File: src/rtl/bitstream_pkg.sv
// Shared widths, types and helpers for the bitstream reader slice.
// Optional feature macro used by this slice: BITREADER_ALIGN_EN (byte-align skip).
package bitstream_pkg;

    localparam int unsigned WORD_W      = 16;
    localparam int unsigned BUF_W       = 32;
    localparam int unsigned MAX_CONSUME = 16;

    typedef logic [5:0] fill_t;
    typedef logic [4:0] consume_t;

    // Bits to skip to reach the next byte boundary: (8 - pos) mod 8.
    function automatic consume_t alignSkip(input logic [2:0] posLow);
        return consume_t'(3'(~posLow + 3'd1));
    endfunction

endpackage

File: src/rtl/bitstream_reader_if.sv
// Bundle of the FIFO consume side and the decoder-facing window signals.
//   master: the reader (pops FIFO, presents Window/BitsAvail/BitPos/ConsumeErr)
//   slave : the FIFO plus syntax decoder around it
// Align exists only when BITREADER_ALIGN_EN is defined.
interface bitstream_reader_if
    import bitstream_pkg::*;
#(
    parameter int unsigned POS_W = 24
);
    logic [WORD_W-1:0] FifoData;
    logic              FifoEmpty;
    logic              FifoRead;
    logic              ConsumeValid;
    consume_t          Consume;
`ifdef BITREADER_ALIGN_EN
    logic              Align;
`endif
    logic [WORD_W-1:0] Window;
    logic              WindowValid;
    fill_t             BitsAvail;
    logic [POS_W-1:0]  BitPos;
    logic              ConsumeErr;

`ifdef BITREADER_ALIGN_EN
    modport master (
        input  FifoData, FifoEmpty, ConsumeValid, Consume, Align,
        output FifoRead, Window, WindowValid, BitsAvail, BitPos, ConsumeErr
    );
    modport slave (
        output FifoData, FifoEmpty, ConsumeValid, Consume, Align,
        input  FifoRead, Window, WindowValid, BitsAvail, BitPos, ConsumeErr
    );
`else
    modport master (
        input  FifoData, FifoEmpty, ConsumeValid, Consume,
        output FifoRead, Window, WindowValid, BitsAvail, BitPos, ConsumeErr
    );
    modport slave (
        output FifoData, FifoEmpty, ConsumeValid, Consume,
        input  FifoRead, Window, WindowValid, BitsAvail, BitPos, ConsumeErr
    );
`endif

endinterface

File: src/rtl/bs_funnel_shift.sv
// Combinational funnel: drops the consumed bits from the top of the buffer and
// lands an optional refill word directly behind the surviving bits.
//   bufIn/fillIn   current buffer and bit count
//   take           bits consumed this cycle (already legality-checked)
//   word/load      FIFO head word and whether it is popped this cycle
//   bufOut/fillOut next buffer and bit count
module bs_funnel_shift
    import bitstream_pkg::*;
(
    input  logic [BUF_W-1:0]  bufIn,
    input  fill_t             fillIn,
    input  consume_t          take,
    input  logic [WORD_W-1:0] word,
    input  logic              load,
    output logic [BUF_W-1:0]  bufOut,
    output fill_t             fillOut
);

    fill_t            survive;
    logic [BUF_W-1:0] kept;
    logic [BUF_W-1:0] landed;

    // Load only happens with fillIn <= 16, so survive <= 16 and the word fits.
    always_comb begin
        survive = fillIn - fill_t'(take);
        kept    = bufIn << take;
        landed  = '0;
        if (load) begin
            landed = {word, {(BUF_W - WORD_W){1'b0}}} >> survive;
        end
        bufOut  = kept | landed;
        fillOut = survive + (load ? fill_t'(WORD_W) : fill_t'(0));
    end

endmodule

File: src/rtl/bitstream_reader.sv
// Bit-level reader on the consume side of the 16-bit bitstream FIFO.
// Keeps a 32-bit left-aligned buffer, shows the next 16 bits MSB-first and
// tracks the absolute consumed-bit position.
//   Clk, Reset (sync, active-high), Enable (low clears like Reset)
//   bus (master): FifoData/FifoEmpty/FifoRead, ConsumeValid/Consume[/Align],
//                 Window, WindowValid, BitsAvail, BitPos, ConsumeErr
// Macro BITREADER_ALIGN_EN adds the Align byte-boundary skip.
module bitstream_reader
    import bitstream_pkg::*;
#(
    parameter int unsigned POS_W = 24
) (
    input  logic              Clk,
    input  logic              Reset,
    input  logic              Enable,
    bitstream_reader_if.master bus
);

    logic [BUF_W-1:0] bufState;
    logic [BUF_W-1:0] bufNext;
    fill_t            fill;
    fill_t            fillNext;
    logic [POS_W-1:0] bitPos;
    logic             consumeErr;
    consume_t         take;
    logic             reqErr;
    logic             load;

    // Refill decision uses registered fill only; no path from Consume.
    assign load = Enable & ~Reset & ~bus.FifoEmpty & (fill <= fill_t'(WORD_W));

    // Request legality and effective consume count.
    always_comb begin
        take   = '0;
        reqErr = 1'b0;
        if (bus.ConsumeValid) begin
            reqErr = (bus.Consume > consume_t'(MAX_CONSUME)) ||
                     (fill_t'(bus.Consume) > fill);
`ifdef BITREADER_ALIGN_EN
            if (bus.Align) begin
                reqErr = 1'b1;
            end
`endif
            if (!reqErr) begin
                take = bus.Consume;
            end
        end
`ifdef BITREADER_ALIGN_EN
        else if (bus.Align) begin
            if (fill_t'(alignSkip(bitPos[2:0])) > fill) begin
                reqErr = 1'b1;
            end else begin
                take = alignSkip(bitPos[2:0]);
            end
        end
`endif
    end

    bs_funnel_shift funnel (
        .bufIn   (bufState),
        .fillIn  (fill),
        .take    (take),
        .word    (bus.FifoData),
        .load    (load),
        .bufOut  (bufNext),
        .fillOut (fillNext)
    );

    // State registers; Enable low behaves exactly like Reset.
    always_ff @(posedge Clk) begin
        if (Reset || !Enable) begin
            bufState   <= '0;
            fill       <= '0;
            bitPos     <= '0;
            consumeErr <= 1'b0;
        end else begin
            bufState   <= bufNext;
            fill       <= fillNext;
            bitPos     <= bitPos + POS_W'(take);
            consumeErr <= reqErr;
        end
    end

    assign bus.FifoRead    = load;
    assign bus.Window      = bufState[BUF_W-1 -: WORD_W];
    assign bus.WindowValid = (fill >= fill_t'(WORD_W));
    assign bus.BitsAvail   = fill;
    assign bus.BitPos      = bitPos;
    assign bus.ConsumeErr  = consumeErr;

endmodule

File: src/flat_wrapper.sv
// flat-port wrapper written by rule: the top's interface ports become plain ports
module bitstream_reader_flat import bitstream_pkg::*;
#(
    parameter int unsigned POS_W = 24
)
  (Clk, Reset, Enable, bus_FifoData, bus_FifoEmpty, bus_ConsumeValid, bus_Consume, bus_FifoRead, bus_Window, bus_WindowValid, bus_BitsAvail, bus_BitPos, bus_ConsumeErr);
  bitstream_reader_if #(.POS_W(POS_W)) bus_i ();
  input  logic Clk;
  input  logic Reset;
  input  logic Enable;
  input wire logic [$bits(bus_i.FifoData)-1:0] bus_FifoData;
  input wire logic [$bits(bus_i.FifoEmpty)-1:0] bus_FifoEmpty;
  input wire logic [$bits(bus_i.ConsumeValid)-1:0] bus_ConsumeValid;
  input wire logic [$bits(bus_i.Consume)-1:0] bus_Consume;
  output wire logic [$bits(bus_i.FifoRead)-1:0] bus_FifoRead;
  output wire logic [$bits(bus_i.Window)-1:0] bus_Window;
  output wire logic [$bits(bus_i.WindowValid)-1:0] bus_WindowValid;
  output wire logic [$bits(bus_i.BitsAvail)-1:0] bus_BitsAvail;
  output wire logic [$bits(bus_i.BitPos)-1:0] bus_BitPos;
  output wire logic [$bits(bus_i.ConsumeErr)-1:0] bus_ConsumeErr;
  assign bus_i.FifoData = bus_FifoData;
  assign bus_i.FifoEmpty = bus_FifoEmpty;
  assign bus_i.ConsumeValid = bus_ConsumeValid;
  assign bus_i.Consume = bus_Consume;
  assign bus_FifoRead = bus_i.FifoRead;
  assign bus_Window = bus_i.Window;
  assign bus_WindowValid = bus_i.WindowValid;
  assign bus_BitsAvail = bus_i.BitsAvail;
  assign bus_BitPos = bus_i.BitPos;
  assign bus_ConsumeErr = bus_i.ConsumeErr;
  bitstream_reader #(.POS_W(POS_W)) u_core (.Clk(Clk), .Reset(Reset), .Enable(Enable), .bus(bus_i));
endmodule
File: config.mk
export PLATFORM = sky130hd
export DESIGN_NAME = bitstream_reader_flat
export DESIGN_NICKNAME = d
export VERILOG_FILES = /design/src/rtl/bitstream_pkg.sv /design/src/rtl/bitstream_reader_if.sv /design/src/rtl/bs_funnel_shift.sv /design/src/rtl/bitstream_reader.sv /design/src/flat_wrapper.sv
export SDC_FILE = /design/constraint.sdc
export NUM_CORES = 1
export LEC_CHECK = 0
export BUFFER_PORTS_ARGS = -buffer_cell sky130_fd_sc_hd__buf_2
export CORE_MARGIN = 5
export CORE_UTILIZATION = 45
export DETAILED_ROUTE_END_ITERATION = 7
export SLEW_MARGIN = 5
export SYNTH_ARGS = -nofsm -noshare
export SYNTH_HDL_FRONTEND = slang
export SYNTH_SLANG_ARGS = --single-unit
File: constraint.sdc
create_clock -name Clk -period 5 [get_ports Clk]
set_input_delay 0.5 -clock Clk [delete_from_list [all_inputs] [get_ports Clk]]
set_output_delay 0.5 -clock Clk [all_outputs]
set_load 0.005 [all_outputs]
======== After elaboration in Yosys (flattened, before gate mapping) ========
Index checks and enable logic that the tools add are counted.
operators by class
  add/subtract/negate cells ............... 3
  multiply operators ...................... 0
  div/mod/pow operators ................... 0
  magnitude comparators ................... 4
  eq/ne operators ......................... 0
  shifts and indexed selects .............. 2
  mux-type cells .......................... 4
  bitwise logic cells ..................... 7
  reduce and logical (&&, ||, !) cells .... 4
operators with widths
  cell                                                                               count
  32-bit 2-to-1 mux                                                                  1
  32-bit bitwise OR                                                                  1
  32-bit by 5-bit << shifter with 32-bit output                                      1
  32-bit by 6-bit >> shifter with 32-bit output                                      1
  24-bit by 5-bit adder with 24-bit output                                           1
  5-bit 2-to-1 mux                                                                   3
  6-bit by 5-bit adder with 6-bit output                                             1
  6-bit by 5-bit >= comparator with 1-bit output (second input constant)             1
  5-bit by 6-bit greater-than comparator with 1-bit output                           1
  6-bit by 5-bit less-or-equal comparator with 1-bit output (second input constant)  1
  6-bit by 5-bit subtractor with 6-bit output                                        1
  5-bit greater-than comparator (second input constant)                              1
  1-bit AND                                                                          3
  1-bit NOT                                                                          3
  1-bit logical OR                                                                   2
  2-bit OR reduction                                                                 1
  1-bit zero test                                                                    1
word-level totals
  register bits after elaboration ......... 63
  bits in latches ......................... 0
  memory bits (writable) .................. 0
  ROM bits ................................ 0
  input bits .............................. 26
  output and inout bits ................... 49
  word-level logic and storage cells ...... 28
  memories kept ........................... 0

======== Depth between registers and ports, before layout ========
  word-level depth ........................ 8
  gate-level depth with buffers ........... 21
  depth with buffers taken out ............ 17

======== By module ========
From an unflattened synthesis, not the netlist that was laid out.
unflattened totals
  cells, all modules ...................... 661
  area, all modules ....................... 5537.8 um2
modules (own cells, without submodules)
  module            times used  cells an instance  area an instance (um2)  sequential area each (um2)
  bs_funnel_shift   1           403                2996.6                  0.0
  bitstream_reader  1           258                2541.2                  1261.2

======== Worst setup path before layout ========
OpenSTA, ideal clock, no wires.
  path type ............................... input-to-reg
  from .................................... input port bus_Consume[0]
  to ...................................... register u_core.bufState[8]
  setup time .............................. 0.119 ns
  arrival time ............................ 3.779 ns
  required time ........................... 4.881 ns
  slack ................................... 1.102 ns
  cell stages on the path ................. 17
  buffers on the path ..................... 3
  path through ............................ buf_6 > inv_1 > ha_1 > a31oi_1 > o21ai_2 > nand2_2 > inv_2 > buf_4 > ha_1 > fa_1 > xor2_1 > clkbuf_1 > mux2i_1 > nor3_1 > o21a_1 > o21ai_0 > a21oi_1
between the ends
  cells in the longest elaborated chain, start to end .. 8
  elaborated cells between the ends (all ways) .. 10
  those cells by class .................... add/sub (1); order compare (2); shift (2); mux (3); bitwise (1); reduce/logical (1)
RTL lines
  element                                                                                                    line                                            text
  start, declared                                                                                            flat_wrapper.sv:14                              input wire logic [$bits(bus_i.Consume)-1:0] bus_Consume;
  5-bit by 6-bit greater-than comparator with 1-bit output or 5-bit greater-than comparator (tied branches)  bitstream_reader.sv:38, bitstream_reader.sv:37
  1-bit logical OR                                                                                           bitstream_reader.sv:37                          reqErr = (bus.Consume > consume_t'(MAX_CONSUME)) ||
  5-bit 2-to-1 mux (*)                                                                                       bitstream_reader.sv:44                          if (!reqErr) begin
  5-bit 2-to-1 mux (*)                                                                                       bitstream_reader.sv:36                          if (bus.ConsumeValid) begin
  6-bit by 5-bit subtractor with 6-bit output                                                                bs_funnel_shift.sv:25                           survive = fillIn - fill_t'(take);
  32-bit by 6-bit >> shifter with 32-bit output                                                              bs_funnel_shift.sv:29                           landed = {word, {(BUF_W - WORD_W){1'b0}}} >> survive;
  32-bit 2-to-1 mux                                                                                          bs_funnel_shift.sv:28                           if (load) begin
  32-bit bitwise OR (*)                                                                                      bs_funnel_shift.sv:31                           bufOut = kept | landed;
  end signal, assigned                                                                                       bitstream_reader.sv:77                          bufState <= bufNext;
  end, declared                                                                                              bitstream_reader.sv:19                          logic [BUF_W-1:0] bufState;
Mark *: on every way between the ends. The rest lies on a longest branch, timed or not.
A chain may end at the register's enable or synchronous reset.

======== Final worst setup path ========
  from .................................... register u_core.fill[4], in the netlist u_core.bus.BitsAvail[4]
  to ...................................... register u_core.bufState[19]
between the ends
  cells in the longest elaborated chain, start to end .. 8
  elaborated cells between the ends (all ways) .. 11
  those cells by class .................... add/sub (1); order compare (2); shift (2); mux (3); bitwise (2); reduce/logical (1)
RTL lines
  element                                                   line                    text
  start, declared                                           bitstream_reader.sv:21  fill_t fill;
  start signal, assigned                                    bitstream_reader.sv:78  fill <= fillNext;
  5-bit by 6-bit greater-than comparator with 1-bit output  bitstream_reader.sv:38  (fill_t'(bus.Consume) > fill);
  1-bit logical OR                                          bitstream_reader.sv:37
  5-bit 2-to-1 mux                                          bitstream_reader.sv:44
  5-bit 2-to-1 mux                                          bitstream_reader.sv:36
  6-bit by 5-bit subtractor with 6-bit output               bs_funnel_shift.sv:25
  32-bit by 6-bit >> shifter with 32-bit output             bs_funnel_shift.sv:29
  32-bit 2-to-1 mux                                         bs_funnel_shift.sv:28
  32-bit bitwise OR (*)                                     bs_funnel_shift.sv:31
Marked as above.

==> results.cfg <==
[global_route]
antenna_found_initial = 0
grt_pass1_vias = 5660
grt.overflow.total = 0
grt_usage_pct = 27.13
grt_first_pass_wirelength_um = 31600
grt_max_degree = 54

[timing]
drv_slew = 0
finalHoldViolCount = 0
holdWs_ns = 0.4311
worst_slack_ns = 0.5617
rsz0062_at_grt = false
finalSetupViolCount = 0
fmax_mhz = 225.3
tns_ns = 0
slew_headroom_pct = 35.59
skew_ns = 0.009688
timing.final.crit_share_pct = 88.77
tightestPinTransition_ns = 0.9642
period_needed_ns = 4.438

[synth]
synth_area_sq_um = 5704
netlist_instances = 742
yosysTopAreaCellShare_pct = 22.11
synth_largest_area_cell = dfxtp_1
syn_avg_cell_area_sq_um = 7.688
synth-edff-count = 0
synthDistinctLibCells = 73
synthesis.nets = 786
yosysSeqAreaShare_pct = 22.11
yosysWarningCount = 0
synth.area.top_cells = dfxtp_1 22%, mux2i_1 9.7%, a21oi_1 5.5%
synth_flop_cell = dfxtp_1
synthArstFlopShare_pct = 0
synth_seq_cells = 63

[worst_setup_path]
worstPathArrival_ns = 4.62
crit_buf_inv = 2
r2r_slack_ns = 0.56
worstSetupStartpointType = register
crit_fanout = 11
end_kind = register
r2r-start = u_core.bus.BitsAvail[4]$_SDFF_PP0_
cp_cell_sequence = inv_1 > ha_1 > and3_1 > a31oi_1 > o21ai_2 > nand2_2 > inv_2 > ha_1 > fa_1 > xor2_2 > nor2_1 > a21oi_1 > mux2i_1 > a22oi_1 > a21oi_1
required_ns = 5.19
crit_path_max_incr_delay_ns = 0.52
r2r_end = u_core.bufState[19]$_SDFF_PP0_
r2r_cells = 15
crit_family = compound AO/OA/AOI/OAI gates
criticalPathCategory = reg -> reg
crit_path_top_delay_cell = xor2_2

[drt]
routed_via_density = 6.196
routed_wl_um = 20080
dr.pass1.iters = 5
drt_iter0_drc = 738
drc = 0
routedWlPerCell_um = 20.98
drtAntennaViolNets = 0
routed-via-count = 5930

[worst_hold_path]
hold_path.class = in -> reg
min_to = u_core.bus.ConsumeErr$_SDFF_PP0_
min_from = bus_ConsumeValid
hold_depth = 3

[power]
leakage_uw = 0.002639
ir_drop_mv = 0.2227
combPwrFrac_pct = 47.1
cellInternalPower_uw = 1308
power_uw = 2296
clockPowerShare_pct = 27.7
seqPwrFrac_pct = 25.2
switching_share_pct = 43.02
p_sw_uw = 987.9
powerDensity_nw_per_um2 = 360.2

[cells_and_area]
area_growth_pct = 11.76
seqCellArea_sq_um = 1261
fill_cells = 1282
multiInputGateArea_sq_um = 4004
stdcell_count = 957
num_antenna_cells = 0
drive_above_1_share_pct = 19.24
layout.nets = 824

[clock_network]
post_cts_buffers = 0
cts_buffers = 9
cts_resized = 0
clkSlewWorstSetupHoldPaths_ns = 0.06
clock_latency_ns = 0.34
h-tree-depth = 3
cts_root_buf = clkbuf_16
cts_tree = built
ctsHoldBuffers = 0
cts_sinks = 63
clk_path_buf_depth = 2

[die]
die_area_sq_um = 15030
die_h_um = 122.6
start_util_pct = 45.57
die_x_um = 122.6
num_io_pins = 75
row_count = 41
core_region_area_sq_um = 12520

[status]
status = complete, no violations

[place]
dpl.hpwl_um = 15300
dp_slack_ns = 0.4706
port_buffers = 74
gp_congestion = 0.9281
dp.cells = 941

[job]
drv_cap = 0
-- area by class of cell --
cell class	instances	area share, %
multi-input combinational	593	62.81
sequential	63	19.78
timing repair buffer	95	8.283
clock buffer	10	3.592
tap	172	3.376
clock inverter	6	1.099
inverter	18	1.060
-- power groups by stage --
stage          registers (uW)  logic, uW  clock network [uW]
3_3_place_gp              586       1060                   0
2_1_floorplan             568        784                   0
6_report                  579       1080                 636
4_1_cts                   576       1060                 647
3_5_place_dp              586       1050                   0
5_1_grt                   582       1180                 669
-- registers in the layout, summed over array words and instances, names as in the netlist --
name                   count
u_core.bus.BitsAvail       6
u_core.bus.ConsumeErr      1
u_core.bufState           32
u_core.bus.BitPos         24
-- worst reg2reg max path: cells and delay by family (launching register included) --
kind | cells | cell delay [ns]
compound gates | 5 | 1.35
fa+ha+maj | 3 | 1.02
simple gates | 3 | 0.55
xor+xnor | 1 | 0.52
flops | 1 | 0.44
mux | 1 | 0.27
buf+inv | 2 | 0.15
-- synthesized netlist by cell type (4+ instances only) --
cell        n
dfxtp_1    63
or3_1      11
a21boi_0    5
o22ai_1    16
o211ai_1   13
inv_1      13
nand2b_1    7
buf_2      17
mux2_2     10
nor2_1     78
a22o_1      5
mux2i_1    55
a2bb2oi_1   5
nor3_1     19
a211oi_1    7
xnor2_1    16
nor2b_1     9
o21ai_0    43
nand2_1    58
o31ai_1     4
clkbuf_1   23
buf_4      22
and2_1      6
a22oi_1    19
a31oi_1     6
and3_1     10
o32ai_1     7
o21a_1      7
ha_1       16
inv_2       4
a21oi_1    63
nand3_1    24
xor2_1     11
nand4_1     6
-- through the flow --
stage	area (sq um)	utilization [%]
5_1_grt	6375	50.93
6_report	6375	50.93
3_3_place_gp	6076	48.54
3_5_place_dp	6076	48.54
2_1_floorplan	5704	-
4_1_cts	6375	50.93
-- routing by layer --
metal	vias to the layer above	share of wire (%)	global-route usage [%]	wire (um)
met2	323	43	39.37	8615
met3	51	8.6	5.622	1718
met5	-	0	0	0
met1	2780	45	38.46	8994
li1	2776	-	-	-
met4	0	3.7	12.32	747
-- worst max-delay path by stage --
stage / from / endpoint / slack [ns] / cells past startpoint
final: u_core.bus.BitsAvail[4]$_SDFF_PP0_ / u_core.bufState[19]$_SDFF_PP0_ / 0.56 / 15
after global routing: u_core.bus.BitsAvail[4]$_SDFF_PP0_ / u_core.bufState[21]$_SDFF_PP0_ / 0.23 / 15
after CTS: u_core.bus.BitsAvail[4]$_SDFF_PP0_ / u_core.bufState[19]$_SDFF_PP0_ / 0.64 / 15
after detailed placement: bus_Consume[2] / u_core.bufState[11]$_SDFF_PP0_ / 0.47 / 16
after global placement: bus_Consume[2] / u_core.bufState[3]$_SDFF_PP0_ / 0.50 / 16
after floorplan: bus_Consume[0] / u_core.bufState[8]$_SDFF_PP0_ / 1.10 / 17
-- cell families (layout without fill, tap and decap cells) --
kind of cell    count (synthesis)  in the layout  synth area share [%]
simple gates                  246            246                 20.49
buf+inv                        86            129                 7.874
flops                          63             63                 22.11
fa+ha+maj                      18             18                 4.211
compound gates                231            231                 27.48
mux                            70             70                 13.40
xor+xnor                       28             28                 4.431
-- layout by cell type (no fill, tap or decap), drive strengths merged, types with 8 or more instances in the layout --
cell type	count
clkbuf	10
nand3	24
o22ai	18
nor2b	9
o32ai	9
mux2	11
ha	16
and3	10
dfxtp	63
a22oi	20
inv	18
xnor2	16
o21ai	45
buf	95
a21oi	63
nor2	82
xor2	12
nand2	60
o211ai	13
or3	12
nor3	19
a211oi	8
mux2i	57
Power figures use the tool's default switching activity.
